==> src/rtl/uart_pkg.sv <==
// -----------------------------------------------------------------------------
// uart_pkg
// Shared definitions for the UART transmit scheduler: frame constants, the
// transmitter state encoding and the round-robin index helper.
// -----------------------------------------------------------------------------
package uart_pkg;

    localparam int UART_DATA_BITS   = 8;
    localparam int UART_OVS_DEFAULT = 16;

    // Arbitration indices are carried in 3 bits so up to 8 requesters fit.
    localparam int UART_ID_W   = 3;
    localparam int UART_MAXREQ = 8;

    typedef enum logic [1:0] {
        ST_IDLE  = 2'd0,
        ST_START = 2'd1,
        ST_DATA  = 2'd2,
        ST_STOP  = 2'd3
    } uart_state_e;

    // Index that is 'off' positions after 'base' in a ring of 'n' requesters.
    function automatic logic [UART_ID_W-1:0] rr_index(input int base, input int off, input int n);
        return UART_ID_W'((base + off) % n);
    endfunction

endpackage

==> src/rtl/uart_rr_arbiter.sv <==
// -----------------------------------------------------------------------------
// uart_rr_arbiter
// Purely combinational round-robin pick. The search starts at the requester
// after last_grant and wraps, so the most recently served requester has the
// lowest priority.
//
// Ports
//   req        in   NREQ  request vector
//   last_grant in   3     index of the previously granted requester
//   winner     out  3     chosen requester (0 when valid is low)
//   valid      out  1     at least one request is pending
// -----------------------------------------------------------------------------
module uart_rr_arbiter
    import uart_pkg::*;
#(
    parameter int NREQ = 2
) (
    input  logic [NREQ-1:0]      req,
    input  logic [UART_ID_W-1:0] last_grant,
    output logic [UART_ID_W-1:0] winner,
    output logic                 valid
);

    // Widened copy so an index of UART_ID_W bits always selects in range.
    logic [UART_MAXREQ-1:0] req_ext;
    assign req_ext = UART_MAXREQ'(req);

    // Walk from the farthest candidate to the nearest; the nearest pending
    // request is assigned last and therefore wins.
    always_comb begin
        // NOTE: every output gets a default before any conditional assignment,
        // otherwise a path that skips the assignment infers a latch.
        winner = '0;
        valid  = 1'b0;
        for (int off = NREQ; off >= 1; off--) begin
            if (req_ext[rr_index(int'(last_grant), off, NREQ)]) begin
                winner = rr_index(int'(last_grant), off, NREQ);
                valid  = 1'b1;
            end
        end
    end

endmodule

==> src/rtl/uart_tx_scheduler.sv <==
// -----------------------------------------------------------------------------
// uart_tx_scheduler
// Shares one UART TXD line between NREQ byte requesters with round-robin
// arbitration and sends each granted byte as an 8N1 frame (STOP_BITS stop
// bits). Bit timing is taken from the rising edges of the x16 baud clock.
//
// Ports
//   clk50     in   1        system clock
//   rst_n     in   1        asynchronous active-low reset
//   baud16    in   1        x16 oversampling baud clock, synchronous to clk50
//   req       in   NREQ     per-requester request level, held until ack
//   data      in   8*NREQ   byte i on data[8*i+7:8*i]
//   ack       out  NREQ     one-cycle pulse: byte of requester i latched
//   grant_id  out  3        requester owning the current/last frame
//   busy      out  1        frame in progress
//   txd       out  1        serial output, idle high
// -----------------------------------------------------------------------------
module uart_tx_scheduler
    import uart_pkg::*;
#(
    parameter int NREQ      = 2,
    parameter int OVS       = UART_OVS_DEFAULT,
    parameter int STOP_BITS = 1
) (
    input  logic                 clk50,
    input  logic                 rst_n,
    input  logic                 baud16,
    input  logic [NREQ-1:0]      req,
    input  logic [8*NREQ-1:0]    data,
    output logic [NREQ-1:0]      ack,
    output logic [UART_ID_W-1:0] grant_id,
    output logic                 busy,
    output logic                 txd
);

    localparam logic [4:0] BIT_LAST  = 5'(OVS - 1);
    localparam logic [4:0] STOP_LAST = 5'(OVS * STOP_BITS - 1);
    localparam logic [2:0] DATA_LAST = 3'(UART_DATA_BITS - 1);

    uart_state_e           state_q, state_d;
    logic                  b_q;
    logic [4:0]            tick_cnt_q, tick_cnt_d;
    logic [2:0]            bit_cnt_q, bit_cnt_d;
    logic [7:0]            shift_q, shift_d;
    logic [UART_ID_W-1:0]  last_grant_q, last_grant_d;
    logic [UART_ID_W-1:0]  grant_id_q, grant_id_d;
    logic                  busy_q, busy_d;
    logic                  txd_q, txd_d;

    logic                  tick;
    logic [UART_ID_W-1:0]  winner;
    logic                  win_valid;
    logic [UART_MAXREQ-1:0] ack_ext;
    logic [7:0]            byte_ext [UART_MAXREQ];

    // One clk50 pulse per rising edge of baud16.
    assign tick = baud16 & ~b_q;

    // Byte lanes padded to the full index range so any winner selects cleanly.
    for (genvar i = 0; i < UART_MAXREQ; i++) begin : g_lane
        if (i < NREQ) begin : g_used
            assign byte_ext[i] = data[8*i +: 8];
        end else begin : g_unused
            assign byte_ext[i] = '0;
        end
    end

    uart_rr_arbiter #(
        .NREQ (NREQ)
    ) u_arb (
        .req        (req),
        .last_grant (last_grant_q),
        .winner     (winner),
        .valid      (win_valid)
    );

    always_comb begin
        state_d      = state_q;
        tick_cnt_d   = tick_cnt_q;
        bit_cnt_d    = bit_cnt_q;
        shift_d      = shift_q;
        last_grant_d = last_grant_q;
        grant_id_d   = grant_id_q;
        busy_d       = busy_q;
        ack_ext      = '0;

        unique case (state_q)
            ST_IDLE: begin
                // Grant is not tick-aligned; a tick landing here is dropped,
                // which makes the start bit at most one tick short.
                if (win_valid) begin
                    ack_ext      = UART_MAXREQ'(1) << winner;
                    shift_d      = byte_ext[winner];
                    last_grant_d = winner;
                    grant_id_d   = winner;
                    busy_d       = 1'b1;
                    tick_cnt_d   = '0;
                    bit_cnt_d    = '0;
                    state_d      = ST_START;
                end
            end
            ST_START: begin
                if (tick) begin
                    if (tick_cnt_q == BIT_LAST) begin
                        tick_cnt_d = '0;
                        state_d    = ST_DATA;
                    end else begin
                        tick_cnt_d = tick_cnt_q + 5'd1;
                    end
                end
            end
            ST_DATA: begin
                if (tick) begin
                    if (tick_cnt_q == BIT_LAST) begin
                        tick_cnt_d = '0;
                        shift_d    = shift_q >> 1;
                        bit_cnt_d  = bit_cnt_q + 3'd1;
                        if (bit_cnt_q == DATA_LAST) begin
                            state_d = ST_STOP;
                        end
                    end else begin
                        tick_cnt_d = tick_cnt_q + 5'd1;
                    end
                end
            end
            ST_STOP: begin
                if (tick) begin
                    if (tick_cnt_q == STOP_LAST) begin
                        tick_cnt_d = '0;
                        busy_d     = 1'b0;
                        state_d    = ST_IDLE;
                    end else begin
                        tick_cnt_d = tick_cnt_q + 5'd1;
                    end
                end
            end
            default: state_d = ST_IDLE;
        endcase

        // txd is registered from the next state so the pin never glitches.
        unique case (state_d)
            ST_START: txd_d = 1'b0;
            ST_DATA:  txd_d = shift_d[0];
            default:  txd_d = 1'b1;
        endcase
    end

    // NOTE: state registers use non-blocking assignments so every flop samples
    // the pre-edge values regardless of evaluation order.
    always_ff @(posedge clk50 or negedge rst_n) begin
        if (!rst_n) begin
            state_q      <= ST_IDLE;
            b_q          <= 1'b0;
            tick_cnt_q   <= '0;
            bit_cnt_q    <= '0;
            shift_q      <= '0;
            last_grant_q <= UART_ID_W'(NREQ - 1);
            grant_id_q   <= '0;
            busy_q       <= 1'b0;
            txd_q        <= 1'b1;
        end else begin
            state_q      <= state_d;
            b_q          <= baud16;
            tick_cnt_q   <= tick_cnt_d;
            bit_cnt_q    <= bit_cnt_d;
            shift_q      <= shift_d;
            last_grant_q <= last_grant_d;
            grant_id_q   <= grant_id_d;
            busy_q       <= busy_d;
            txd_q        <= txd_d;
        end
    end

    assign ack      = ack_ext[NREQ-1:0];
    assign grant_id = grant_id_q;
    assign busy     = busy_q;
    assign txd      = txd_q;

endmodule
==> config.mk <==
export PLATFORM = sky130hd
export DESIGN_NAME = uart_tx_scheduler
export DESIGN_NICKNAME = d
export VERILOG_FILES = /design/src/rtl/uart_pkg.sv /design/src/rtl/uart_rr_arbiter.sv /design/src/rtl/uart_tx_scheduler.sv
export SDC_FILE = /design/constraint.sdc
export NUM_CORES = 1
export LEC_CHECK = 0
export ABC_AREA = 1
export BUFFER_PORTS_ARGS = -buffer_cell sky130_fd_sc_hd__buf_2
export CORE_ASPECT_RATIO = 1.2
export CORE_MARGIN = 2
export CORE_UTILIZATION = 35
export DETAILED_ROUTE_END_ITERATION = 10
export GPL_TIMING_DRIVEN = 0
export PLACE_DENSITY = 0.62
export SYNTH_ARGS = -nofsm -noshare
export SYNTH_HDL_FRONTEND = slang
export SYNTH_HIERARCHICAL = 1
export SYNTH_SLANG_ARGS = --single-unit
==> constraint.sdc <==
create_clock -name clk50 -period 1.3 [get_ports clk50]
set_clock_uncertainty 0.05 [all_clocks]
set_input_delay 0.13 -clock clk50 [delete_from_list [all_inputs] [get_ports clk50]]
set_output_delay 0.13 -clock clk50 [all_outputs]
set_load 0.02 [all_outputs]
======== After elaboration in Yosys (flattened, before gate mapping) ========
Cells that the tools add are included.
Widths: inputs -> output; s select.
cells by class
  multiplexer cells ....................... 39
  equality and inequality tests ........... 13
  $add $sub $neg .......................... 4
  reductions and logical operators ........ 8
  shift operators ......................... 1
  $lt $le $gt $ge ......................... 3
  bitwise logic cells ..................... 5
operator list
  operator             number
  $mux 8               5
  $bmux 8 s3           1
  $mux 2               10
  $pmux 8 s2           1
  $mux 3               5
  $mux 5               3
  $pmux 5 s2           1
  $lt 3x4->1 const B   2
  $ne 2x2->1 const B   4
  $pmux 2 s4           1
  $reduce_and 4->1     2
  $mux 1               7
  $eq 2x2->1 const B   3
  $pmux 3 s2           1
  $add 5x1->5 const B  1
  $eq 5x4->1 const B   1
  $bmux 1 s2           2
  $eq 2x1->1 const B   2
  $ge 4x4->1 const B   1
  $ne 2x1->1 const B   2
  $not 3->4            1
  $pmux 1 s2           2
  $reduce_and 2->1     2
  $reduce_bool 2->1    2
  other kinds (9)      11
storage, ports and cells
  output and inout port bits .............. 7
  input bits .............................. 21
  flip-flop bits (word level) ............. 25

======== Longest topological paths before layout ========
Gate-level depths: netlist of run 1.
  word-level depth ........................ 13
  depth in mapped cells ................... 10

======== Modules after synthesis ========
Netlist of run 1, hierarchy kept.
by module, submodules not included
  module             area each (um^2)  seq. area each (um^2)  cells an instance  instances
  uart_tx_scheduler  1365.1            628.1                  165                1
  uart_rr_arbiter    33.8              0.0                    6                  1

======== Worst setup path before layout of run 1 ========
OpenSTA, ideal clock, no wires.
  path type ............................... register to register
  start point ............................. reg last_grant_q[0]
  end point ............................... reg txd_q, in the netlist txd
  stages on the path, launching flop included .. 10
  setup slack ............................. -0.154 ns
  clock period less this slack ............ 1.454 ns
  data arrival time ....................... 1.328 ns
  data required time ...................... 1.175 ns
  cell sequence ........................... dfstp_2 > a21oi_1 > buf_2 > or2_2 > o21ai_0 > nor2_1 > nor2_1 > nand2_1 > nand2_1 > nand2_1
between the ends
  cells in the longest elaborated chain, start to end .. 13
  elaborated cells between the ends (all ways) .. 23
RTL lines
  element                                      line                      source
  start, declared                              uart_tx_scheduler.sv:45   logic [UART_ID_W-1:0] last_grant_q, last_grant_d;
  start signal, assigned                       uart_tx_scheduler.sv:157  last_grant_q <= UART_ID_W'(NREQ - 1);
  start signal, assigned                       uart_tx_scheduler.sv:167  last_grant_q <= last_grant_d;
  $add 1x1->1                                  uart_pkg.sv:24            return UART_ID_W'((base + off) % n);
  $and 1x1->1 (no line)                        --
  $bmux 1 s2                                   uart_rr_arbiter.sv:36     if (req_ext[rr_index(int'(last_grant), off, NREQ)]) begin
  $mux 1 (implied by the code)                 uart_rr_arbiter.sv:36
  $mux 3                                       uart_rr_arbiter.sv:36
  $mux 3 *                                     uart_rr_arbiter.sv:36
  net winner[0]                                uart_tx_scheduler.sv:51   logic [UART_ID_W-1:0] winner;
  $not 3->4 (implied by the code) *            uart_tx_scheduler.sv:93   shift_d = byte_ext[winner];
  $bmux 8 s3 *                                 uart_tx_scheduler.sv:93
  $mux 8 (implied by the code) * (2 in a row)  uart_tx_scheduler.sv:93
  $mux 8 *                                     uart_tx_scheduler.sv:91   if (win_valid) begin
  $pmux 8 s2 *                                 uart_tx_scheduler.sv:87   unique case (state_q)
  net shift_d[0]                               uart_tx_scheduler.sv:44   logic [7:0] shift_q, shift_d;
  $pmux 1 s2 *                                 uart_tx_scheduler.sv:141  unique case (state_d)
  net txd_d                                    uart_tx_scheduler.sv:48   logic txd_q, txd_d;
  end signal, assigned                         uart_tx_scheduler.sv:170  txd_q <= txd_d;
  end, declared                                uart_tx_scheduler.sv:48
Mark *: on every way through the listed nets, which the timed path passes. The rest lies on a longest branch. The select of a mux whose other input is x is not followed.
A chain may end at the register's enable or synchronous reset.

======== Final worst setup path of run 1 ========
  start point ............................. reg last_grant_q[0]
  end point ............................... out ack[1]
between the ends
  cells in the longest elaborated chain, start to end .. 9
  elaborated cells between the ends (all ways) .. 15
RTL lines
  element                       line                     source
  $add 1x1->1                   uart_pkg.sv:24
  $and 1x1->1 (no line)         --
  $bmux 1 s2                    uart_rr_arbiter.sv:36
  $mux 1 (implied by the code)  uart_rr_arbiter.sv:36
  $mux 3                        uart_rr_arbiter.sv:36
  $mux 3 *                      uart_rr_arbiter.sv:36
  net winner[0]                 uart_tx_scheduler.sv:51
  $shl 1x3->2 *                 uart_tx_scheduler.sv:92  ack_ext = UART_MAXREQ'(1) << winner;
  $mux 2 *                      uart_tx_scheduler.sv:91
  $mux 2 *                      uart_tx_scheduler.sv:87
  end, declared                 uart_tx_scheduler.sv:30  output logic [NREQ-1:0] ack,
Marks and branches as above.

==> results by group, run 1 <==
Status
  • Outcome: finished with violations
  • Failing checks: negative setup slack

Final layout
  • Layout area overhead: 35.24%
  • Final net count: 242
  • Filler cell count in the final layout: 404
  • Number of antenna diodes: 0
  • Share of cells above drive strength 1: 0.4101

Floorplan
  • Full die area: 4521 um2
  • Chip Height: 73.26 um
  • Placement Rows: 25
  • Die W: 61.71 um
  • Starting Density: 0.3606
  • Top Ports: 28
  • Core footprint: 3879 um2

Timing
  • Period utilisation layout: 1.126
  • Final setup violation count: 21
  • Final max-slew violation count: 0
  • Slew HR: 0.6192
  • Hold Fails Final Rpt: 0
  • Slew @ Worst Pin: 0.5712 ns
  • Peak Freq: 0.6833 GHz
  • WHS: 0.01460 ns
  • Unrepaired setup endpoints after global routing: yes
  • Setup_tns: -1.800 ns
  • Final worst slack: -0.1634 ns
  • Tmin final: 1.463 ns

Worst setup path
  • Required @ worst endpoint: 1.12 ns
  • Crit path kind: flop to output port
  • Worst setup EP type: output port
  • Number of cells on the critical path: 4
  • Cell family with most CP delay: flip-flops
  • WP data arrival: 1.28 ns
  • CP bufs+invs: 2
  • CP Cell Sequence: a21oi_4 -> inv_8 -> nor2_2 -> buf_6
  • Startpoint types: flop
  • Slowest cell on crit path: dfstp_2
  • CP peak stage delay: 0.39 ns
  • Reg2Reg Depth: 6
  • Largest fanout on the critical path: 5

Logic synthesis
  • Yosys warns: 6
  • Top cell type's share of synthesized area: 0.4114
  • Yosys cell types: 33
  • Post-synthesis instance area: 1399 um2
  • EDFF count, synth: 0
  • Largest area contributor in the netlist: dfrtp_1
  • Top-count cell post-synth: nand2_1
  • Most used DFF post-synth: dfrtp_1
  • Cells after Synth: 171
  • Synthesized area per cell: 8.180 um2
  • Register area share after synthesis: 0.4490
  • Ys async rst share: 1.000
  • FF+latch count, synth: 25
  • Commonest cells post-synth: 48 x nand2_1, 23 x dfrtp_1, 14 x inv_1, 14 x nand3_1, 10 x a21oi_1
  • Largest cells by area after synthesis: dfrtp_1 41%, nand2_1 13%, nand3_1 5.0%

CTS
  • CTS buffer count: 3
  • Clock transition at path regs: 0.09 ns
  • Sink Count: 25
  • Root Buffer: clkbuf_8
  • H-tree Lvls: 1
  • CTS tree: yes
  • Clock Path Buffers: 2
  • Worst-Skew Late Latency: 0.27 ns

Pwr
  • Worst vdd ir: 0.5675 mV
  • Switching power: 0.6846 mW
  • Pleak: 0.9297 nW
  • Power after layout: 2.101 mW
  • Int Pwr: 1.417 mW
  • Sw frac: 0.3258
  • Cell area power density: 1111 nW/um2
  • Reg power frac: 0.493
  • Clock share of power: 0.220
  • Combinational power share: 0.287

Detailed routing
  • Vias: 1266
  • Initial DRC count: 25
  • Pre-antenna DRT Iters: 4
  • Per-cell routed wire length: 11.91 um
  • # DRC: 0
  • ANT nets after route: 0
  • Via density: 4.672
  • Detailed Route WL: 3228 um

Placed design
  • DP Worst Slack: -0.2650 ns
  • RD Place Congestion: 0.7429
  • Hpwl dp: 2163 um
  • Number of port buffers: 27

GRT
  • Number of global-route vias before repair: 1209
  • Total gr overflow: 0
  • First-pass GRT wire length: 5416 um
  • Largest net degree at the start of global routing: 26
  • Initial antenna violation count: 0
  • Tot GR Track Use: 0.1590

Min path
  • Hold WC Path Type: input port to flop
  • WHS Path Cells: 3

Job
  • Max Cap Viol: 0
## cell families after synthesis
group / share of synthesized area
simple gates: 0.3148
compound gates: 0.1118
buf+inv: 0.08854
flops: 0.4490
fa+ha+maj: 0.02684
xor+xnor: 0.006262
other cells: 0.002681
## cells in the final DEF (no fill, tap or decap), types with 2 or more instances in the layout
cell           Yosys  final
nand3_1           14     11
buf_2              1     25
a21oi_1           10      8
dfrtp_1           23     21
inv_2              4      5
dfstp_2            2      2
nand3_2            2      4
inv_1             14     12
buf_6              1      4
nand4_1            5      5
nor2_1             6      4
nand2_2            3      6
dlygate4sd3_1      0      2
conb_1             1      2
dfrtp_2            0      2
o21ai_0            8      6
nand2_1           48     44
a22o_1             2      2
o21ai_2            0      2
or2_4              0      2
nor2_4             3      5
nand3b_1           2      2
clkbuf_8           0      3
nand2_4            1      2
buf_4              4     17
ha_1               3      2
## final timing paths
path,startpoint,end,slack (ns)
min in group asynchronous,rst_n,grant_id[0],0.34
worst min register to register,grant_id[0],grant_id[0],0.43
worst max-delay path,last_grant_q[0],ack[1],-0.16
worst max register to register,state_q[1],bit_cnt_q[1],-0.14
max in group asynchronous,rst_n,state_q[0],0.45
worst min-delay path,data[7],shift_q[7],0.01
## state kept, by name, indices dropped and copies added, names as in the netlist, 2 cells and up
register      count
shift_q           8
tick_cnt_q        5
bit_cnt_q         3
last_grant_q      3
state_q           2
## through the flow
| stage | cells | instance area (um2) | utilization |
|---|---|---|---|
| 3_3_place_gp | 253 | 1620 | 0.4177 |
| 3_5_place_dp | 253 | 1620 | 0.4177 |
| 4_1_cts | 269 | 1805 | 0.4655 |
| 2_1_floorplan | 172 | 1418 | - |
| 6_report | 271 | 1892 | 0.4877 |
| 5_1_grt | 271 | 1892 | 0.4877 |
## routing by layer
| metal | global-route usage | wire (um) | up-vias |
|---|---|---|---|
| met5 | 0 | 0 | - |
| met4 | 0.04492 | 36 | 0 |
| met3 | 0.02289 | 89 | 4 |
| met2 | 0.2655 | 1685 | 23 |
| met1 | 0.2115 | 1417 | 591 |
| li1 | - | - | 648 |
## power by group through the flow
stage               Combinational (mW)  Sequential [mW]  Clock [mW]
floorplan                        0.331             1.03           0
detailed placement               0.475             1.03           0
CTS                              0.552             1.01       0.478
finish                           0.602             1.04       0.463
global route                     0.680             1.05       0.506
global placement                 0.466             1.03           0
## worst reg2reg max path: cells and delay by family (launching register included)
kind,cells,cell delay (ns)
compound gates,2,0.32
buf+inv,2,0.31
flops,1,0.44
simple gates,2,0.22
## cell type report
cell class / instances / area [um2] / area share
timing repair buffer: 43 / 276.5 / 0.1462
inverter: 19 / 81.33 / 0.04299
multi-input combinational: 121 / 749.5 / 0.3962
clock buffer: 4 / 45.04 / 0.02381
sequential: 25 / 630.6 / 0.3333
tap: 54 / 67.56 / 0.03571
buffer: 5 / 41.29 / 0.02183
## timing repair
| action | 4_1_cts | 5_1_grt |
|---|---|---|
| setup endpoints to repair | 24 | 25 |
| hold buffers | 2 | 0 |
| resized for setup | 17 | 15 |
| cloned | 0 | 0 |
| buffers inserted | 10 | 4 |
| endpoints found under the hold margin | 24 | 0 |
| pin swaps | 6 | 11 |
(Power assumes the default switching activity.)
==> run 2: changes to the inputs <==
- CORE_MARGIN: 2 -> 4
==> results by group, run 2 (synthesis results as in run 1) <==
Status
  • Outcome: finished with violations (unchanged)
  • Failing checks: negative setup slack (unchanged)

Final layout
  • Biggest register: shift_q (unchanged)
  • Layout area overhead: 45.71% (was 35.24%)
  • Max reg flops: 8 (unchanged)
  • Final net count: 252 (was 242)
  • Number of antenna diodes: 0 (unchanged)
  • Post-layout util: 0.5430 (was 0.4877)
  • Most frequent cells in the layout: 42 x nand2_1, 26 x buf_2, 21 x dfrtp_1, 18 x buf_4, 12 x nand3_1 (was 44 x nand2_1, 25 x buf_2, 21 x dfrtp_1, 17 x buf_4, 12 x inv_1)
  • Most common cell after layout, fill and taps aside: nand2_1 (unchanged)
  • Share of cells above drive strength 1: 0.4626 (was 0.4101)
  • Filler cell count in the final layout: 343 (was 404)
  • Top flop regs: shift_q (8), tick_cnt_q (5) (unchanged)

GRT
  • Tot GR Track Use: 0.1374 (was 0.1590)
  • Largest net degree at the start of global routing: 26 (unchanged)
  • Total gr overflow: 0 (unchanged)
  • First-pass GRT wire length: 5658 um (was 5416 um)
  • Initial antenna violation count: 0 (unchanged)
  • Number of global-route vias before repair: 1291 (was 1209)

CTS
  • CTS buffer count: 3 (unchanged)
  • Root Buffer: clkbuf_8 (unchanged)
  • Sink Count: 25 (unchanged)
  • Worst-Skew Late Latency: 0.27 ns (about the same)
  • Clock transition at path regs: 0.09 ns (about the same)
  • Clock Path Buffers: 2 (unchanged)
  • H-tree Lvls: 1 (unchanged)
  • CTS tree: yes (unchanged)

Pwr
  • Clock share of power: 0.212 (was 0.220)
  • Sw frac: 0.3364 (was 0.3258)
  • Worst vdd ir: 0.5494 mV (was 0.5675 mV)
  • Pleak: 0.9818 nW (was 0.9297 nW)
  • Switching power: 0.7398 mW (was 0.6846 mW)
  • Cell area power density: 1079 nW/um2 (was 1111 nW/um2)
  • Int Pwr: 1.460 mW (was 1.417 mW)
  • Reg power frac: 0.476 (was 0.493)
  • Combinational power share: 0.312 (was 0.287)

Timing
  • Unrepaired setup endpoints after global routing: yes (unchanged)
  • Final setup violation count: 21 (unchanged)
  • Tmin final: 1.501 ns (was 1.463 ns)
  • Setup_tns: -1.903 ns (was -1.800 ns)
  • Hold Fails Final Rpt: 0 (unchanged)
  • Peak Freq: 0.6662 GHz (was 0.6833 GHz)
  • Final max-slew violation count: 0 (unchanged)
  • Slew @ Worst Pin: 0.5529 ns (was 0.5712 ns)
  • Final worst slack: -0.2011 ns (was -0.1634 ns)
  • Slew HR: 0.6314 (was 0.6192)
  • Period utilisation layout: 1.155 (was 1.126)

Floorplan
  • Top Ports: 28 (unchanged)
  • Chip Height: 77.26 um (was 73.26 um)
  • Full die area: 5076 um2 (was 4521 um2)
  • Placement Rows: 24 (was 25)
  • Core footprint: 3754 um2 (was 3879 um2)
  • Starting Density: 0.3727 (was 0.3606)
  • Die W: 65.71 um (was 61.71 um)

Worst setup path
  • Slowest cell on crit path: dfrtp_2 (was dfstp_2)
  • FF-to-FF setup slack: -0.16 ns (was -0.14 ns)
  • CP Cell Sequence: nor2_4 -> nand4_4 -> inv_2 -> nand2_2 -> inv_2 -> buf_6 (was a21oi_4 -> inv_8 -> nor2_2 -> buf_6)
  • Largest fanout on the critical path: 3 (was 5)
  • Reg2Reg Launch Point: tick_cnt_q[1] (was state_q[1])
  • Required @ worst endpoint: 1.12 ns (about the same)
  • WP data arrival: 1.32 ns (was 1.28 ns)
  • Number of cells on the critical path: 6 (was 4)
  • Cell family with most CP delay: flip-flops (unchanged)
  • CP bufs+invs: 3 (was 2)
  • Cell mode on critical path: inv_2
  • CP peak stage delay: 0.44 ns (was 0.39 ns)
  • Crit path kind: flop to output port (unchanged)
  • Critical Path Start: state_q[0] (was last_grant_q[0])
  • Worst setup EP type: output port (unchanged)
  • FF-to-FF End: txd (was bit_cnt_q[1])
  • Startpoint types: flop (unchanged)
  • Reg2Reg Depth: 9 (was 6)
  • Worst setup endpoint: ack[0] (was ack[1])

Placed design
  • Number of port buffers: 27 (unchanged)
  • DP Worst Slack: -0.2391 ns (was -0.2650 ns)
  • Hpwl dp: 2189 um (was 2163 um)
  • RD Place Congestion: 0.7651 (was 0.7429)

Min path
  • Hold WC Path Type: input port to flop (unchanged)
  • WHS Path Cells: 3 (unchanged)

Detailed routing
  • Vias: 1324 (was 1266)
  • Detailed Route WL: 3510 um (was 3228 um)
  • Initial DRC count: 61 (was 25)
  • Pre-antenna DRT Iters: 4 (unchanged)
  • ANT nets after route: 0 (unchanged)
  • Via density: 4.746 (was 4.672)
  • # DRC: 0 (unchanged)
  • Per-cell routed wire length: 12.58 um (was 11.91 um)

Job
  • Max Cap Viol: 0 (unchanged)
run 2: layout make-up:
type | count | area (um2) | area share
Buffer | 6 | 45.04 | 0.02210
Clock buffer | 4 | 45.04 | 0.02210
Inverter | 19 | 83.83 | 0.04113
Multi-Input combinational cell | 122 | 812.0 | 0.3984
Sequential cell | 25 | 630.6 | 0.3094
Tap cell | 52 | 65.06 | 0.03192
Timing Repair Buffer | 51 | 356.6 | 0.1750
run 2: tightest hold or removal path, cell delays in order:
cell,delay (ns)
buf_2,0.08
nand2_1,0.04
nand3_1,0.05
run 2: per-stage QoR:
step           std cells  hold slack [ns]  total power, mW  area, um2
2_1_floorplan        172          -0.2156            1.360       1418
3_3_place_gp         251           0.1036            1.496       1618
3_5_place_dp         251           0.1055            1.505       1618
4_1_cts              271          0.01374            2.080       1864
5_1_grt              279         0.008347            2.329       2038
6_report             279         0.008878            2.199       2038
run 2: how the worst min path moves through the flow:
| stage | slack, ns | end | from |
|---|---|---|---|
| finish | 0.009 | shift_q[7] | data[7] |
| global route | 0.008 | shift_q[7] | data[7] |
| CTS | 0.01 | shift_q[7] | data[7] |
| detailed placement | 0.11 | tick_cnt_q[2] | rst_n |
| global placement | 0.10 | tick_cnt_q[2] | rst_n |
| floorplan | -0.22 | b_q | rst_n |
run 2: per-layer routing:
metal,track usage,wire (um),vias to the layer above
met3,0.01023,89,9
met2,0.2297,1765,28
li1,-,-,673
met1,0.1812,1581,614
met5,0,0,-
met4,0.05187,74,0
run 2: power by group through the flow:
stage	clock [mW]	combinational (mW)	sequential (mW)
after floorplan	0	0.331	1.03
after global placement	0	0.470	1.03
after detailed placement	0	0.478	1.03
after CTS	0.468	0.603	1.01
after global routing	0.506	0.761	1.06
final	0.467	0.686	1.05
run 2: repair_timing:
action / 4_1_cts / 5_1_grt
resized for setup: 26 / 28
hold buffers: 2 / 0
buffers inserted: 14 / 8
endpoints found under the setup margin: 24 / 20
cloned: 0 / 2
endpoints found under the hold margin: 24 / 0
pin swaps: 10 / 15
==> run 3: changes to the inputs <==
- clock period: 1.3 -> 1.2 ns (I/O delays scaled with it)
==> results by group, run 3 (synthesis results as in run 1) <==
Placed design
  • DP Worst Slack: -0.2878 ns (was -0.2391 ns)
  • Number of port buffers: 27 (unchanged)
  • Hpwl dp: 2237 um (was 2189 um)
  • Dpl cell area: 1648 um2 (was 1618 um2)
  • RD Place Congestion: 0.7577 (was 0.7651)

Final layout
  • Area occupied by multi-input gates: 752.0 um2 (was 812.0 um2)
  • Number of antenna diodes: 0 (unchanged)
  • Share of cells above drive strength 1: 0.4047 (was 0.4626)
  • Final net count: 240 (was 252)
  • Filler cell count in the final layout: 380 (was 343)
  • Biggest register: shift_q (unchanged)
  • Post-route cell area: 1869 um2 (was 2038 um2)
  • Layout area overhead: 33.63% (was 45.71%)
  • Most frequent cells in the layout: 43 x nand2_1, 25 x buf_2, 21 x dfrtp_1, 15 x buf_4, 12 x inv_1 (was 42 x nand2_1, 26 x buf_2, 21 x dfrtp_1, 18 x buf_4, 12 x nand3_1)
  • Top flop regs: shift_q (8), tick_cnt_q (5) (unchanged)
  • Max reg flops: 8 (unchanged)
  • Sequential standard cell area: 630.6 um2 (unchanged)
  • Most common cell after layout, fill and taps aside: nand2_1 (unchanged)

Pwr
  • Power after layout: 2.286 mW (was 2.199 mW)
  • Worst vdd ir: 0.5919 mV (was 0.5494 mV)
  • Pleak: 0.9166 nW (was 0.9818 nW)
  • Cell area power density: 1223 nW/um2 (was 1079 nW/um2)

Status
  • Outcome: finished with violations (unchanged)
  • Failing checks: negative setup slack (unchanged)

Detailed routing
  • Initial DRC count: 48 (was 61)
  • # DRC: 0 (unchanged)
  • Via density: 4.749 (was 4.746)
  • Pre-antenna DRT Iters: 4 (unchanged)
  • Per-cell routed wire length: 11.80 um (was 12.58 um)
  • ANT nets after route: 0 (unchanged)
  • Vias: 1268 (was 1324)
  • Detailed Route WL: 3150 um (was 3510 um)

Floorplan
  • Chip Height: 77.26 um (unchanged)
  • Die W: 65.71 um (unchanged)
  • Full die area: 5076 um2 (unchanged)
  • Placement Rows: 24 (unchanged)
  • Top Ports: 28 (unchanged)
  • Starting Density: 0.3727 (unchanged)
  • Core footprint: 3754 um2 (unchanged)

Timing
  • Hold Fails Final Rpt: 0 (unchanged)
  • Slew @ Worst Pin: 0.5805 ns (was 0.5529 ns)
  • Peak Freq: 0.6847 GHz
  • Period utilisation layout: 1.217
  • Final worst slack: -0.2605 ns (was -0.2011 ns)
  • Final setup violation count: 25 (was 21)
  • Slew HR: 0.6130 (was 0.6314)
  • Unrepaired setup endpoints after global routing: yes (unchanged)
  • Final max-slew violation count: 0 (unchanged)
  • Tmin final: 1.461 ns

GRT
  • Tot GR Track Use: 0.1384 (was 0.1374)
  • Total gr overflow: 0 (unchanged)
  • First-pass GRT wire length: 5623 um (was 5658 um)
  • Largest net degree at the start of global routing: 26 (unchanged)
  • Number of global-route vias before repair: 1257 (was 1291)
  • Initial antenna violation count: 0 (unchanged)

CTS
  • CTS tree: yes (unchanged)
  • Sink Count: 25 (unchanged)
  • Root Buffer: clkbuf_8 (unchanged)
  • CTS buffer count: 3 (unchanged)
  • H-tree Lvls: 1 (unchanged)
  • Worst-Skew Late Latency: 0.27 ns (about the same)
  • Clock Path Buffers: 2 (unchanged)
  • Clock transition at path regs: 0.08 ns (was 0.09 ns)

Worst setup path
  • Reg2Reg Launch Point: state_q[0] (was tick_cnt_q[1])
  • Crit path kind: flop to flop (was flop to output port)
  • WP data arrival: 1.57 ns (was 1.32 ns)
  • Worst setup endpoint: bit_cnt_q[2] (was ack[0])
  • Critical Path Start: state_q[0] (unchanged)
  • Startpoint types: flop (unchanged)
  • Worst setup EP type: flop (was output port)
  • Reg2Reg Depth: 6 (was 9)
  • Required @ worst endpoint: 1.31 ns (was 1.12 ns)
  • Largest fanout on the critical path: 10 (was 3)
  • FF-to-FF End: bit_cnt_q[2] (was txd)
  • FF-to-FF setup slack: -0.26 ns (was -0.16 ns)

Min path
  • Worst hold path startpoint: data[7] (unchanged)
  • Hold WC Path Type: input port to flop (unchanged)

Job
  • Max Cap Viol: 0 (unchanged)
## run 3: cell types whose count changed in the layout (fill, tap and decap cells not counted), moves of 2 or more
cell,previous run,this run
o21ai_4,4,1
a21oi_2,4,1
a21oi_1,5,8
nand3_1,12,10
buf_6,10,3
buf_4,18,15
nand3_2,2,5
## run 3: worst min path at each step
stage,slack (ns),cells after the start,end
CTS,0.004,3,shift_q[7]
floorplan,-0.23,0,b_q
global placement,0.1,1,tick_cnt_q[3]
finish,0.03,3,shift_q[7]
detailed placement,0.11,1,tick_cnt_q[3]
global route,0.05,3,shift_q[7]
## run 3: what timing repair did
item / 4_1_cts / 5_1_grt
gates resized for setup: 20 / 2
hold buffers: 2 / 0
pin swaps: 9 / 4
setup endpoints to repair: 25 / 26
setup buffers: 7 / 4
hold endpoints to repair: 24 / 0
## run 3: stage by stage
stage / setup TNS, ns / util / hold WS [ns] / std cells
after floorplan: -0.9987 / - / -0.2256 / 172
after global placement: -4.690 / 0.4390 / 0.09940 / 251
after detailed placement: -4.922 / 0.4390 / 0.1071 / 251
after CTS: -3.803 / 0.4880 / 0.003501 / 263
after global routing: -6.216 / 0.4980 / 0.04978 / 267
final: -4.158 / 0.4980 / 0.02690 / 267
## run 3: final cells by class
type                    instances  area share
well taps                      52     0.03481
plain buffers                   6     0.02410
multi-input cells             121      0.4023
flip-flops and latches         25      0.3374
repair buffers                 40      0.1339
inverters                      19     0.04351
clock buffers                   4     0.02410
## run 3: critical path: stages, from the launching register on
cell     delay, ns
dfrtp_2       0.44
nor2_4        0.16
buf_4         0.20
nand2_4       0.08
inv_4         0.11
o21ai_4       0.10
a22o_1        0.20
## run 3: layer usage
metal  share of wire  global-route usage
met2            0.46              0.2126
met5               0                   0
met4           0.011             0.04979
met1            0.47              0.1980
met3           0.052             0.01462
## run 3: report_power, final
group | switching [mW] | internal, mW
clock | 0.265 | 0.237
combinational | 0.358 | 0.307
sequential | 0.124 | 0.995
